==> src/rtl/chip_emu_pkg.sv <==
// chip_emu_pkg: shared instruction/state types and array geometry for chip_emu
package chip_emu_pkg;

    localparam int NRow = 32;
    localparam int NCol = 8;

    typedef enum logic [1:0] {
        INSTR_INFER  = 2'b00,
        INSTR_RD_REG = 2'b01,
        INSTR_RD_MEM = 2'b10,
        INSTR_PROG   = 2'b11
    } instr_e;

    typedef enum logic [1:0] {
        ST_IDLE,
        ST_PROG,
        ST_RD_WAIT,
        ST_INFER
    } state_e;

endpackage

==> src/rtl/chip_emu_bank.sv <==
// chip_emu_bank: one 32x8 single-bit cell bank, shared write/read address, combinational read
//   clk_i/rst_ni : clock, async active-low reset (clears every cell)
//   we_i, d_i    : write enable and data for cell [row_i][col_i]
//   q_o          : current content of cell [row_i][col_i]
module chip_emu_bank
    import chip_emu_pkg::*;
(
    input  logic                      clk_i,
    input  logic                      rst_ni,
    input  logic                      we_i,
    input  logic [$clog2(NRow)-1:0]   row_i,
    input  logic [$clog2(NCol)-1:0]   col_i,
    input  logic                      d_i,
    output logic                      q_o
);

    logic [NRow-1:0][NCol-1:0] cells_q, cells_d;

    always_comb begin
        cells_d = cells_q;
        if (we_i) cells_d[row_i][col_i] = d_i;
    end

    always_ff @(posedge clk_i or negedge rst_ni) begin
        if (!rst_ni) cells_q <= '0;
        else         cells_q <= cells_d;
    end

    assign q_o = cells_q[row_i][col_i];

endmodule

==> src/rtl/chip_emu.sv <==
// chip_emu: strobe-driven emulator of a 4-bank 1-bit cell array with program, read and AND-inference
//   clk_i/rst_ni       : clock, async active-low reset
//   CSL                : strobe; an operation starts on its rising edge while idle
//   instructions       : 11 prog, 10 read_mem, 01 read_reg, 00 inference
//   CBL/CBLEN/CWL      : program data, program enable, write line
//   adr_full_col/_row  : [4:3] bank, [2:0] column / row 0..31
//   DATA_out           : registered read result, one bit per bank
//   err_o              : sticky protocol error flag, present only with CHIP_EMU_ERR_EN
module chip_emu
    import chip_emu_pkg::*;
#(
    parameter int ReadLat = 2,
    parameter int NArray  = 4
) (
    input  logic              clk_i,
    input  logic              rst_ni,
    input  logic              CBL,
    input  logic              CBLEN,
    input  logic              CSL,
    input  logic              CWL,
    input  logic [1:0]        instructions,
    input  logic [4:0]        adr_full_col,
    input  logic [4:0]        adr_full_row,
    output logic [NArray-1:0] DATA_out
`ifdef CHIP_EMU_ERR_EN
    ,
    output logic              err_o
`endif
);

    state_e             state_q, state_d;
    instr_e             instr_q, instr_d;
    logic [4:0]         row_q, row_d, col_q, col_d;
    logic               cbl_q, cbl_d, we_q, we_d, csl_q, csl_d, chain_q, chain_d;
    logic [2:0]         cnt_q, cnt_d;
    logic [NArray-1:0]  acc_q, acc_d, data_q, data_d, cell_rd;
    logic               wr_en, strobe, abort;

    assign strobe = CSL && !csl_q;
    // a read is abandoned as soon as the instruction bus stops matching the captured opcode
    assign abort  = state_q == ST_RD_WAIT && instructions != instr_q;

    for (genvar i = 0; i < NArray; i++) begin : g_bank
        chip_emu_bank u_bank (
            .clk_i (clk_i),
            .rst_ni(rst_ni),
            .we_i  (wr_en && col_q[4:3] == 2'(i)),
            .row_i (row_q),
            .col_i (col_q[2:0]),
            .d_i   (cbl_q),
            .q_o   (cell_rd[i])
        );
    end

    always_comb begin
        csl_d   = CSL;
        state_d = state_q;
        instr_d = instr_q;
        row_d   = row_q;
        col_d   = col_q;
        cbl_d   = cbl_q;
        we_d    = we_q;
        cnt_d   = cnt_q;
        acc_d   = acc_q;
        chain_d = chain_q;
        data_d  = data_q;
        wr_en   = 1'b0;
        case (state_q)
            ST_IDLE: if (strobe) begin
                instr_d = instr_e'(instructions);
                row_d   = adr_full_row;
                col_d   = adr_full_col;
                cbl_d   = CBL;
                we_d    = CWL && CBLEN;
                cnt_d   = 3'd1;
                // any non-inference operation restarts the accumulation chain
                chain_d = chain_q && instructions == INSTR_INFER;
                state_d = instructions == INSTR_PROG  ? ST_PROG :
                          instructions == INSTR_INFER ? ST_INFER : ST_RD_WAIT;
            end
            ST_PROG: begin
                wr_en   = we_q;
                state_d = ST_IDLE;
            end
            ST_INFER: begin
                acc_d   = chain_q ? acc_q & cell_rd : cell_rd;
                chain_d = 1'b1;
                state_d = ST_IDLE;
            end
            ST_RD_WAIT: begin
                if (abort) begin
                    state_d = ST_IDLE;
                end else if (cnt_q == 3'(ReadLat)) begin
                    data_d  = instr_q == INSTR_RD_MEM ? cell_rd : acc_q;
                    state_d = ST_IDLE;
                end else begin
                    cnt_d = cnt_q + 3'd1;
                end
            end
            default: state_d = ST_IDLE;
        endcase
    end

    always_ff @(posedge clk_i or negedge rst_ni) begin
        if (!rst_ni) begin
            state_q <= ST_IDLE;
            instr_q <= INSTR_INFER;
            row_q   <= '0;
            col_q   <= '0;
            cbl_q   <= 1'b0;
            we_q    <= 1'b0;
            csl_q   <= 1'b0;
            chain_q <= 1'b0;
            cnt_q   <= '0;
            acc_q   <= '0;
            data_q  <= '0;
        end else begin
            state_q <= state_d;
            instr_q <= instr_d;
            row_q   <= row_d;
            col_q   <= col_d;
            cbl_q   <= cbl_d;
            we_q    <= we_d;
            csl_q   <= csl_d;
            chain_q <= chain_d;
            cnt_q   <= cnt_d;
            acc_q   <= acc_d;
            data_q  <= data_d;
        end
    end

    assign DATA_out = data_q;

`ifdef CHIP_EMU_ERR_EN
    logic err_q, err_d;

    always_comb begin
        err_d = err_q || abort || (strobe && state_q != ST_IDLE) ||
                (strobe && state_q == ST_IDLE && instructions == INSTR_PROG && CWL && !CBLEN);
    end

    always_ff @(posedge clk_i or negedge rst_ni) begin
        if (!rst_ni) err_q <= 1'b0;
        else         err_q <= err_d;
    end

    assign err_o = err_q;
`endif

endmodule

==> config.mk <==
export PLATFORM = sky130hd
export DESIGN_NAME = chip_emu
export DESIGN_NICKNAME = d
export VERILOG_FILES = /design/src/rtl/chip_emu_pkg.sv /design/src/rtl/chip_emu_bank.sv /design/src/rtl/chip_emu.sv
export SDC_FILE = /design/constraint.sdc
export NUM_CORES = 2
export LEC_CHECK = 0
export ABC_AREA = 1
export CELL_PAD_IN_SITES_DETAIL_PLACEMENT = 1
export CELL_PAD_IN_SITES_GLOBAL_PLACEMENT = 1
export CORE_ASPECT_RATIO = 1.75
export CORE_MARGIN = 3
export CORE_UTILIZATION = 30
export DETAILED_ROUTE_END_ITERATION = 8
export PLACE_DENSITY = 0.53
export SLEW_MARGIN = 30
export SYNTH_ARGS = -nofsm -noshare
export SYNTH_HDL_FRONTEND = slang
export SYNTH_SLANG_ARGS = --single-unit
==> constraint.sdc <==
create_clock -name clk_i -period 2.6 [get_ports clk_i]
set_input_delay 0.39 -clock clk_i [delete_from_list [all_inputs] [get_ports clk_i]]
set_output_delay 0.39 -clock clk_i [all_outputs]
set_load 0.01 [all_outputs]
==> impl_metrics.json <==
{
  "ff2ff_path_depth": 19,
  "gp_congestion": 0.811,
  "antenna_found_initial": 3,
  "yosys.area_share.simple_pct": 33.9,
  "drv_slew": 0,
  "synth_cells": 7359,
  "clk_latency_ns": 0.76,
  "num_vias": 51000,
  "clock_skew_ns": 0.0347,
  "p_sw_w": 0.0147,
  "relSlewSlack_pct": 38.7,
  "fin_crit_ns": 2.60,
  "cap_violations": 0,
  "status": "finished, violations left",
  "worst_slack_ns": -0.00300,
  "synthesis.nets": 7381,
  "synth_area_leaders": "dfrtp_1, nand2_1, nand3_1",
  "arrival_ns": 3.25,
  "fin_tns_setup_ns": -0.00300,
  "ctsRootBufferMaster": "clkbuf_16",
  "avgSynthCellArea_um2": 7.37,
  "yosysTopAreaCell": "dfrtp_1",
  "synth_mux_area_share_pct": 0,
  "violations": "negative setup slack",
  "core-area_um2": 179000,
  "wl_mm": 235,
  "crit_path_end_kind": "flop",
  "n_fill_cell": 21800,
  "synth_warnings": 0,
  "crit_path_start_kind": "flop",
  "cts_tree": "built",
  "cts_buffer_depth": 3,
  "yosysSeqAreaShare_pct": 48.6,
  "layout-drive-gt1-share_pct": 12.2,
  "final_area_um2": 65500,
  "portBuffers": 21,
  "drt-vias-per-instance": 5.17,
  "dieArea_um2": 186000,
  "peakVddDrop_v": 0.000546,
  "worst-setup-path-type": "flop to flop",
  "comb_power_share_pct": 21.5,
  "numCtsBuffers": 116,
  "wl_per_cell_um": 23.8,
  "h-tree-depth": 3,
  "min-delay-start": "CSL",
  "ant_nets": 0,
  "synthAdderAreaFrac_pct": 0.0923,
  "grt_pass1_vias": 54100,
  "whs_path_depth": 1,
  "p_int_w": 0.0294,
  "ys_seq_elements": 1053,
  "initialDrtViolationCount": 2778,
  "crit_slowest_cell": "dfrtp_4",
  "synth_edf_count": 0,
  "slowest_delay_ns": 0.55,
  "synth_top_family_by_area": "simple AND/OR/NAND/NOR gates",
  "fp.dieH_um": 568,
  "fin_cells": 9872,
  "cpMostUsedCell": "nand2_1",
  "path_max_fanout": 16,
  "worst_pin_slew_ns": 0.919,
  "setup_violations": 1,
  "p_total_w": 0.0441,
  "r2r_start": "row_q[0]",
  "hp-class": "primary input to flop",
  "p_sw_share_pct": 33.3,
  "die_x_um": 327,
  "grt_max_degree": 117,
  "path_clk_slew_ns": 0.06,
  "rows": 205,
  "io_pins": 22,
  "synth_top_area_share_pct": 48.6,
  "hold_viol": 0,
  "synth_cell_types": 31,
  "fin_crit_sh_pct": 100,
  "cts_sinks": 1053,
  "place_area_um2": 60600,
  "worstPathRequired_ns": 3.25,
  "drc_errors": 0,
  "seqPwrFrac_pct": 37.9,
  "fin_nets": 7419,
  "cellPowerDensity_nw_per_um2": 673,
  "synth_compound_gate_area_share_pct": 12.7,
  "path_cells": "inv_12 > buf_16 > buf_4 > nand2_1 > nand2_1 > nand2_1 > nand2_1 > nand2_1 > nand2_1 > nor2_1 > buf_4 > nand2_1 > nand2_1 > nand2_2 > nor2_1 > buf_4 > nand3_1 > nand2_1 > nand2_1",
  "worstSetupStartpoint": "row_q[0]",
  "dp_hpwl_mm": 154,
  "synth_ff_type": "dfrtp_1",
  "pwr-share-clk_pct": 40.6,
  "max_clock_freq_mhz": 384,
  "rsz0062_at_grt": "yes",
  "first_pass_iters": 6,
  "ys_async_sr_fraction_pct": 100,
  "synthXorXnorAreaFrac_pct": 0.0162,
  "synthesis.area_um2": 54200,
  "start_util_pct": 30.3,
  "place_inst": 9639,
  "grt_pass1_wl_mm": 354,
  "synthToLayoutAreaGrowth_pct": 20.8,
  "p_leak_nw": 30.2,
  "track_usage_pct": 24.9,
  "grt-ovfl-total": 0
}
-- repair_timing --
item,4_1_cts,5_1_grt
setup endpoints to repair,95,122
cloned,3,4
pin swaps,12,20
resized for setup,111,58
hold buffers,1,0
setup buffers,10,5
endpoints found under the hold margin,153,0
-- cells in the final DEF (no fill, tap or decap), drive strengths merged --
| cell | instances |
|---|---|
| nor3 | 20 |
| a31oi | 256 |
| dlygate4sd3 | 1 |
| buf | 467 |
| or2 | 1 |
| clkinv | 20 |
| bufinv | 13 |
| inv | 54 |
| dfrtp | 1053 |
| clkbuf | 176 |
| nand3 | 755 |
| bufbuf | 3 |
| nor2 | 196 |
| nor4 | 1 |
| o21a | 1 |
| ha | 4 |
| xnor2 | 1 |
| clkinvlp | 3 |
| o21ai | 790 |
| clkdlybuf4s50 | 20 |
| a21oi | 265 |
| diode | 1 |
| nand2 | 3391 |
-- area by class of cell --
type	count	area, um^2	area share, %
Inverter	50	225	0.344
Clock inverter	40	611	0.932
Sequential cell	1053	26400	40.2
Tap cell	2380	2980	4.55
Multi-Input combinational cell	5681	25900	39.5
Timing Repair Buffer	495	6050	9.24
Clock buffer	172	3390	5.18
Antenna cell	1	2.50	0.00382
-- cells in the mapped netlist, types with 3 or more instances --
library cell / count
nand3_1: 755
inv_2: 23
nor2_8: 25
nor3_4: 5
nor3_2: 9
nand2_1: 3380
dfrtp_1: 1053
buf_4: 11
o21ai_1: 308
nand2_2: 3
buf_2: 115
nand2_8: 8
a21oi_1: 265
a31oi_1: 256
clkbuf_1: 405
ha_1: 4
buf_1: 41
nor2_1: 120
inv_1: 26
nor3_1: 6
nor2_2: 7
nor2_4: 44
o21ai_0: 482
-- layer usage --
| layer | up-vias | global-route usage, % | share of wire (%) |
|---|---|---|---|
| met5 | - | 0 | 0 |
| met4 | 0 | 9.24 | 4.0 |
| met3 | 280 | 2.05 | 2.2 |
| met2 | 659 | 45.5 | 52 |
| met1 | 25900 | 30.2 | 42 |
| li1 | 24200 | - | - |
-- worst max-delay path: cells and delay by family, from the launching register on --
kind,cells,cell delay [ns]
simple gates,14,1.14
buf+inv,5,0.74
flops,1,0.55
-- stage by stage --
step	utilization, %	hold WS, ns	worst slack [ns]
2_1_floorplan	-	0.0944	0.696
3_3_place_gp	33.8	0.337	-0.392
3_5_place_dp	33.8	0.331	-0.385
4_1_cts	36.4	0.0479	-0.0193
5_1_grt	36.6	0.0775	-0.128
6_report	36.6	0.112	-0.00300
-- state kept, by name, indices dropped and copies added (netlist names), 2 cells and up --
signal	cells
col_q	5
acc_q	4
instr_q	2
cnt_q	3
row_q	5
g_bank.u_bank.cells_q	1024
DATA_out	4
state_q	2
-- kinds of logic after synthesis --
| group | count (synthesis) |
|---|---|
| fa+ha+maj | 4 |
| buf+inv | 625 |
| xor+xnor | 1 |
| compound gates | 1312 |
| flops | 1053 |
| simple gates | 4364 |
-- power groups by stage --
stage	combinational [W]	sequential, W	clock [W]
finish	0.00948	0.0167	0.0179
global route	0.0100	0.0167	0.0190
CTS	0.00947	0.0167	0.0185
detailed placement	0.00915	0.0170	0
global placement	0.00917	0.0170	0
floorplan	0.00388	0.0169	0
-- worst paths after layout --
check	slack [ns]	end
worst max-delay path	-0.003	DATA_out[1]
worst min-delay path	0.11	csl_q
worst max register to register	-0.003	DATA_out[1]
worst min register to register	0.48	g_bank[3].u_bank.cells_q[47]
max in group asynchronous	1.44	g_bank[3].u_bank.cells_q[232]
min in group asynchronous	0.13	g_bank[2].u_bank.cells_q[124]
(Power assumes the default switching activity.)
